[src/rtl/fifo_dual_data.sv]
// fifo_dual_data
// Single-clock first-word-fall-through FIFO. Each entry holds two fields that
// are always written and read together: a wide payload (data0) and a tag
// (data1). It is the output queue of the branch target calculator, where
// data0 is the computed target and data1 is the ROB address.
//
// Ports
//   clk      in   clock; all state updates on the rising edge
//   rstn     in   asynchronous active-low reset; clears pointers and storage
//   i_WrtEn  in   write request; pushes {i_data0,i_data1} unless full
//   i_data0  in   write field 0 (DATA0SIZE bits)
//   i_data1  in   write field 1 (DATA1SIZE bits)
//   i_RdEn   in   read request; pops the head entry unless empty
//   o_data0  out  head entry field 0, combinational from the read pointer
//   o_data1  out  head entry field 1, combinational from the read pointer
//   o_Full   out  all 2**FIFODEPTH entries occupied
//   o_Empty  out  no entries occupied
//
// Handshake: a push is accepted at a rising edge exactly when
// i_WrtEn && !o_Full; a pop is accepted exactly when i_RdEn && !o_Empty.
// Both decisions use the pre-edge status, so a write while full is dropped
// even when a read frees a slot on the same edge. o_data0/o_data1 are only
// meaningful while o_Empty is low.
module fifo_dual_data #(
   parameter int FIFODEPTH = 3,
   parameter int DATA0SIZE = 32,
   parameter int DATA1SIZE = 8
) (
   input  logic                 clk,
   input  logic                 rstn,
   input  logic                 i_WrtEn,
   input  logic [DATA0SIZE-1:0] i_data0,
   input  logic [DATA1SIZE-1:0] i_data1,
   input  logic                 i_RdEn,
   output logic [DATA0SIZE-1:0] o_data0,
   output logic [DATA1SIZE-1:0] o_data1,
   output logic                 o_Full,
   output logic                 o_Empty
);

   localparam int ENTRIES = 1 << FIFODEPTH;

   // Storage indexed by physical slot.
   logic [DATA0SIZE-1:0] T_DATA0 [ENTRIES];
   logic [DATA1SIZE-1:0] T_DATA1 [ENTRIES];

   // One extra wrap bit above the slot index tells full from empty when the
   // index bits match.
   logic [FIFODEPTH:0]   wr_ptr;
   logic [FIFODEPTH:0]   rd_ptr;
   logic [FIFODEPTH-1:0] wr_idx;
   logic [FIFODEPTH-1:0] rd_idx;
   logic                 do_wr;
   logic                 do_rd;

   assign wr_idx  = wr_ptr[FIFODEPTH-1:0];
   assign rd_idx  = rd_ptr[FIFODEPTH-1:0];

   assign o_Empty = (wr_ptr == rd_ptr);
   assign o_Full  = (wr_idx == rd_idx) && (wr_ptr[FIFODEPTH] != rd_ptr[FIFODEPTH]);

   assign do_wr   = i_WrtEn && !o_Full;
   assign do_rd   = i_RdEn  && !o_Empty;

   // Fall-through head; shows stale slot content while empty.
   assign o_data0 = T_DATA0[rd_idx];
   assign o_data1 = T_DATA1[rd_idx];

   always_ff @(posedge clk or negedge rstn) begin
      if (!rstn) begin
         wr_ptr <= '0;
         rd_ptr <= '0;
         for (int i = 0; i < ENTRIES; i++) begin
            T_DATA0[i] <= '0;
            T_DATA1[i] <= '0;
         end
      end else begin
         if (do_wr) begin
            T_DATA0[wr_idx] <= i_data0;
            T_DATA1[wr_idx] <= i_data1;
            wr_ptr          <= wr_ptr + 1'b1;
         end
         if (do_rd) begin
            rd_ptr <= rd_ptr + 1'b1;
         end
      end
   end

endmodule

[config.mk]
export PLATFORM = sky130hd
export DESIGN_NAME = fifo_dual_data
export DESIGN_NICKNAME = d
export VERILOG_FILES = /design/src/rtl/fifo_dual_data.sv
export SDC_FILE = /design/constraint.sdc
export NUM_CORES = 1
export LEC_CHECK = 0
export ABC_CLOCK_PERIOD_IN_PS = 8050
export CAP_MARGIN = 15
export CORE_ASPECT_RATIO = 0.9
export CORE_MARGIN = 2
export CORE_UTILIZATION = 45
export DETAILED_ROUTE_END_ITERATION = 8
export GPL_ROUTABILITY_DRIVEN = 1
export SLEW_MARGIN = 20
export SYNTH_ARGS = -nofsm -noshare
export SYNTH_HDL_FRONTEND = slang
export SYNTH_SLANG_ARGS = --single-unit
[constraint.sdc]
create_clock -name clk -period 8.05 [get_ports clk]
set_input_delay 2.415 -clock clk [delete_from_list [all_inputs] [get_ports clk]]
set_output_delay 2.415 -clock clk [all_outputs]
set_load 0.01 [all_outputs]
==> flow_metrics.tcl, run 1 <==
set metrics [dict create \
    drc 0 \
    p_sw_share_pct 29.4 \
    r2r-start "rd_ptr[0]" \
    ir_drop_mv 0.255 \
    row_count 63 \
    maxSlewHeadroom_pct 32.0 \
    cts_tree "done" \
    crit_start "rd_ptr[0]" \
    final_util_pct 53.0 \
    initial_utilization_pct 45.4 \
    tns_ps 0 \
    ys.warnings.count 0 \
    syn_area_per_cell_um2 17.1 \
    cts_resized 0 \
    maxSlewViolCount 0 \
    wl_per_cell_um 22.2 \
    async_flop_share_pct 100 \
    routed_via_density 5.55 \
    status "complete, no violations" \
    power.internal_w 0.00560 \
    worst_slack_ps 2150 \
    dp_hpwl_um 17700 \
    overflow 0 \
    hp-class "reg -> reg" \
    grt_first_pass_wirelength_um 50600 \
    area_delta_synth_final_pct 16.6 \
    synth.most_common_cell "dfrtp_1" \
    synth_common_cells "dfrtp_1, mux2_2, mux2_1, mux4_2, mux2_4" \
    worstPathMaxFanout 48 \
    track_usage_pct 19.1 \
    finalHoldViolCount 0 \
    numCtsBuffers 37 \
    max-cap-violations 0 \
    p_per_area_nw_per_um2 457 \
    p_total_w 0.00793 \
    synth_top_cell_by_area "dfrtp_1" \
    antenna_found_initial 1 \
    clockRootBuffer "clkbuf_16" \
    startpoint_type "flip-flop" \
    ys_ff_latch 328 \
    io_pins 86 \
    syn_nets 915 \
    place_congestion 0.677 \
    yosysSeqAreaShare_pct 55.2 \
    rsz0062_at_grt "no" \
    drtIter0Drc 233 \
    critical_path_required_ps 5640 \
    worst-r2r-setup-slack_ps 4180 \
    ys_types 30 \
    synth_edf_count 0 \
    pwr-share-comb_pct 39.9 \
    finalClockSkew_ps 16.7 \
    synth_top_area_share_pct 55.2 \
    fmaxAchievable_mhz 169 \
    grt_pass1_vias 8487 \
    r2r_end "T_DATA0[146]" \
    switchingPower_w 0.00233 \
    synthCells 869 \
    period_share_pct 73.3 \
    crit_type "reg -> out" \
    postCtsSetupBuffers 0 \
    ant_nets 0 \
    cts_hold_buffers 0 \
    pwr-share-clk_pct 21.4 \
    end_kind "output pin" \
    die_y_um 176 \
    instances_no_fill 1400 \
    leakagePower_nw 7.35 \
    nNetsFinal 995 \
    die_w_um 196 \
    io_buffers 85 \
    dieArea_um2 34500 \
    yosys-top-cells-area "dfrtp_1, mux2_2, mux4_2, mux2_1, mux2_4" \
    clock_sinks 328 \
    path_clk_slew_ps 60 \
    pwr-share-seq_pct 38.7 \
    clock_latency_ps 520 \
    grt_start_max_net_pins 158 \
    final-setup-viol-count 0 \
    vias 7763 \
    cts_buffer_depth 3 \
    tightest_slew_ps 1020 \
    fillCellCount 2678 \
    synth_ff_type "dfrtp_1" \
    layout-drive-gt1-share_pct 40.2 \
    min_period_ps 5900 \
    worstPathArrival_ps 3490 \
    place_ws_ps 2580 \
    core_area_um2 32700 \
    syn_area_um2 14900 \
    dp_cells 1332 \
    crit_end "o_data0[22]" \
    dr.pass1.iters 5 \
    htree_levels 2 \
    wl_um 31100 \
    rr_worst_depth 7 \
]
-- worst min-delay path by stage --
stage                 startpoint            to  depth (start not counted)
CTS                 T_DATA0[186]  T_DATA0[186]                          1
floorplan           T_DATA0[160]  T_DATA0[160]                          1
global placement    T_DATA0[168]  T_DATA0[168]                          1
global route        T_DATA0[169]  T_DATA0[169]                          1
finish                T_DATA1[4]    T_DATA1[4]                          1
detailed placement  T_DATA0[186]  T_DATA0[186]                          1
-- metrics by stage --
stage | hold slack (ps) | area (µm²)
after floorplan | 452 | 14900
after global placement | 462 | 16100
after detailed placement | 469 | 16100
after CTS | 481 | 17300
after global routing | 490 | 17300
final | 479 | 17300
-- sequential cells by signal, summed over array words and instances (netlist names) --
| signal | cells |
|---|---|
| T_DATA1 | 64 |
| rd_ptr | 4 |
| T_DATA0 | 256 |
| wr_ptr | 4 |
-- critical path, cell delays in order, from the launching register on --
cell,delay (ps)
dfrtp_4,1090
buf_4,520
mux4_2,550
mux2_2,280
clkdlybuf4s50_1,510
-- layout make-up --
cell class	count	area [µm²]	area share, %
antenna	2	5.00	0.0289
clock buffer	57	1100	6.35
clock inverter	9	128	0.736
inverter	2	7.51	0.0433
multi-input combinational	478	6350	36.6
sequential	328	8220	47.4
tap	422	528	3.05
timing repair buffer	102	996	5.75
-- layer usage --
metal | vias up | global-route usage, % | part of all wire [%]
li1 | 3421 | - | -
met5 | - | 0 | 0
met3 | 40 | 3.72 | 4.0
met2 | 102 | 31.1 | 47
met1 | 4200 | 26.8 | 47
met4 | 0 | 4.23 | 1.7
-- power groups by stage --
stage	registers [W]	logic (W)	clock network [W]
after floorplan	0.00277	0.00243	0
after CTS	0.00309	0.00323	0.00175
final	0.00307	0.00316	0.00170
after global placement	0.00310	0.00316	0
after detailed placement	0.00311	0.00321	0
after global routing	0.00320	0.00341	0.00182
-- layout by cell type (no fill, tap or decap), drive strengths merged --
cell type and instances:
or4 1, nor4b 1, nor4bb 1, xor2 7
nor3b 2, dfrtp 328, inv 4, diode 2
nand3 3, nand4 1, nand3b 1, xnor2 6
ha 2, nand2 3, nor2 3, mux4 80
bufinv 3, nand4b 1, o41ai 1, buf 18
or3 1, mux2 362, clkdlybuf4s50 84, clkbuf 57
clkinv 4, nor4 1, and3 1
-- cell families after synthesis --
logic type                 synth area share (%)
buffers and inverters                      2.25
xor gates and xnor gates                  0.766
and+or+nand+nor                           0.951
DFF                                        55.2
adders and majority gates                 0.168
muxes                                      40.5
AOI/OAI and AO/OA                         0.109
Note: power is estimated with default switching activity, not from simulation.
==> inputs of run 2 (changes only) <==
--- a/config.mk
+++ b/config.mk
@@ -5,7 +5,7 @@
 export SDC_FILE = /design/constraint.sdc
 export NUM_CORES = 1
 export LEC_CHECK = 0
-export ABC_CLOCK_PERIOD_IN_PS = 8050
+export ABC_CLOCK_PERIOD_IN_PS = 5700
 export CAP_MARGIN = 15
 export CORE_ASPECT_RATIO = 0.9
 export CORE_MARGIN = 2
==> constraint.sdc (replaced) <==
create_clock -name clk -period 5.7 [get_ports clk]
set_input_delay 1.71 -clock clk [delete_from_list [all_inputs] [get_ports clk]]
set_output_delay 1.71 -clock clk [all_outputs]
set_load 0.01 [all_outputs]
==> run 2 against run 1 <==
  * Routed wire length is 0.48% lower
  * Utilization is 0.080 points higher
  * Sequential power is 39% higher
  * Worst setup slack worse by 1400 ps
  * Global-route usage is 0.24 points lower
  * Total power is 41% higher
  * Critical path depth stayed put
  * Critical path type unchanged
==> flow_metrics.tcl, run 2 (synthesized netlist as in run 1, its figures left out) <==
set metrics [dict create \
    status "complete, no violations" \
    vias 7706 \
    ant_nets 0 \
    dieArea_um2 34500 \
    cts_buffer_depth 3 \
    hp-start "T_DATA0[187]" \
    worst_slack_ps 759 \
    largest_register_ffs 256 \
    startpoint_type "flip-flop" \
    place_congestion 0.688 \
    cts_hold_buffers 0 \
    tightest_slew_ps 1030 \
    worstPathMaxFanout 32 \
    wl_per_cell_um 22.1 \
    clock_latency_ps 500 \
    fmaxAchievable_mhz 202 \
    overflow 0 \
    rsz0062_at_grt "no" \
    drtIter0Drc 269 \
    worst-r2r-setup-slack_ps 2330 \
    largest-register "T_DATA0" \
    clockRootBuffer "clkbuf_16" \
    end_kind "output pin" \
    tns_ps 0 \
    htree_levels 2 \
    path_clk_slew_ps 60 \
    area_delta_synth_final_pct 16.8 \
    final_util_pct 53.1 \
    nNetsFinal 999 \
    final_cell_mix "dfrtp_1, mux2_2, mux2_1, clkdlybuf4s50_1, mux4_2" \
    crit_type "reg -> out" \
    final_common_cell "dfrtp_1" \
    rr_worst_depth 7 \
    critical_path_required_ps 3990 \
    routed_via_density 5.50 \
    postCtsSetupBuffers 0 \
    r2r-start "rd_ptr[0]" \
    p_per_area_nw_per_um2 642 \
    worstPathArrival_ps 3230 \
    reg_top3 "T_DATA0: 256 flops, T_DATA1: 64 flops" \
    dp_hpwl_um 17800 \
    maxSlewHeadroom_pct 31.7 \
    layout-drive-gt1-share_pct 40.5 \
    numCtsBuffers 37 \
    finalClockSkew_ps 10.3 \
    dr.pass1.iters 4 \
    finalHoldViolCount 0 \
    wl_um 31000 \
    die_y_um 176 \
    cts_tree "done" \
    initial_utilization_pct 45.4 \
    grt_start_max_net_pins 117 \
    leakagePower_nw 7.36 \
    hp-class "reg -> reg" \
    io_pins 86 \
    ir_drop_mv 0.291 \
    drc 0 \
    whs_path_depth 1 \
    core_area_um2 32700 \
    track_usage_pct 18.8 \
    final-setup-viol-count 0 \
    max-cap-violations 0 \
    min_delay_worst_endpoint "T_DATA0[187]" \
    grt_first_pass_wirelength_um 50100 \
    grt_pass1_vias 8474 \
    antenna_found_initial 1 \
    min_period_ps 4940 \
    maxSlewViolCount 0 \
    fillCellCount 2646 \
    place_ws_ps 1350 \
    die_w_um 196 \
    io_buffers 85 \
    clock_sinks 328 \
    r2r_end "T_DATA1[18]" \
    cts_resized 0 \
    period_share_pct 86.7 \
    row_count 63 \
]
==> run 2: changes by cell type in the layout (fill, tap and decap cells not counted), sizes merged <==
| cell | previous run | this run |
|---|---|---|
| inv | 4 | 2 |
| clkinv | 4 | 12 |
| diode | 2 | 1 |
| buf | 18 | 22 |
| clkinvlp | 0 | 2 |
| clkbuf | 57 | 47 |
==> run 2: per-layer routing <==
layer	wire, µm	vias to the layer above	track usage (%)
met4	507	0	4.17
met5	0	-	0
li1	-	3419	-
met3	905	38	3.02
met1	14900	4155	26.6
met2	14700	94	31.0
==> run 2: power breakdown <==
part           total [W]  switching, W  internal, W
combinational    0.00460       0.00163      0.00297
clock            0.00228      0.000926      0.00136
sequential       0.00427      0.000754      0.00352
==> run 2: critical path, stage by stage (launching register included) <==
cell	delay [ps]
dfrtp_4	900
buf_12	290
xor2_1	120
nor4_1	740
clkdlybuf4s50_1	680
==> run 2: cell type report <==
type | count | area (µm²) | share of cell area, %
tap | 422 | 528 | 3.04
sequential | 328 | 8220 | 47.3
inverter | 2 | 7.51 | 0.0432
timing repair buffer | 106 | 1100 | 6.34
multi-input combinational | 478 | 6350 | 36.6
clock buffer | 47 | 983 | 5.66
clock inverter | 17 | 169 | 0.973
antenna | 1 | 2.50 | 0.0144
==> run 2: worst max path at each step <==
stage	from	endpoint	slack [ps]	cells after the start
floorplan	rd_ptr[0]	o_data0[10]	2150	4
global placement	rd_ptr[0]	o_data1[1]	1370	4
detailed placement	rd_ptr[0]	o_data1[6]	1350	4
CTS	rd_ptr[0]	o_data1[6]	810	4
global route	rd_ptr[0]	o_Empty	630	4
finish	rd_ptr[0]	o_Empty	760	4
==> run 2: per-stage QoR <==
step	cells	power [W]	hold WS, ps	instance area [µm²]
after floorplan	869	0.00733	452	14900
after global placement	1336	0.00890	462	16200
after detailed placement	1336	0.00899	469	16200
after CTS	1400	0.0113	482	17400
after global routing	1400	0.0118	492	17400
final	1401	0.0112	478	17400
==> inputs of run 3 (changes only) <==
--- a/config.mk
+++ b/config.mk
@@ -12,6 +12,7 @@
 export CORE_UTILIZATION = 45
 export DETAILED_ROUTE_END_ITERATION = 8
 export GPL_ROUTABILITY_DRIVEN = 1
+export HOLD_SLACK_MARGIN = 0.1
 export SLEW_MARGIN = 20
 export SYNTH_ARGS = -nofsm -noshare
 export SYNTH_HDL_FRONTEND = slang
==> results of run 3 <==
The final DEF is identical to that of run 2; final timing and power are the same.
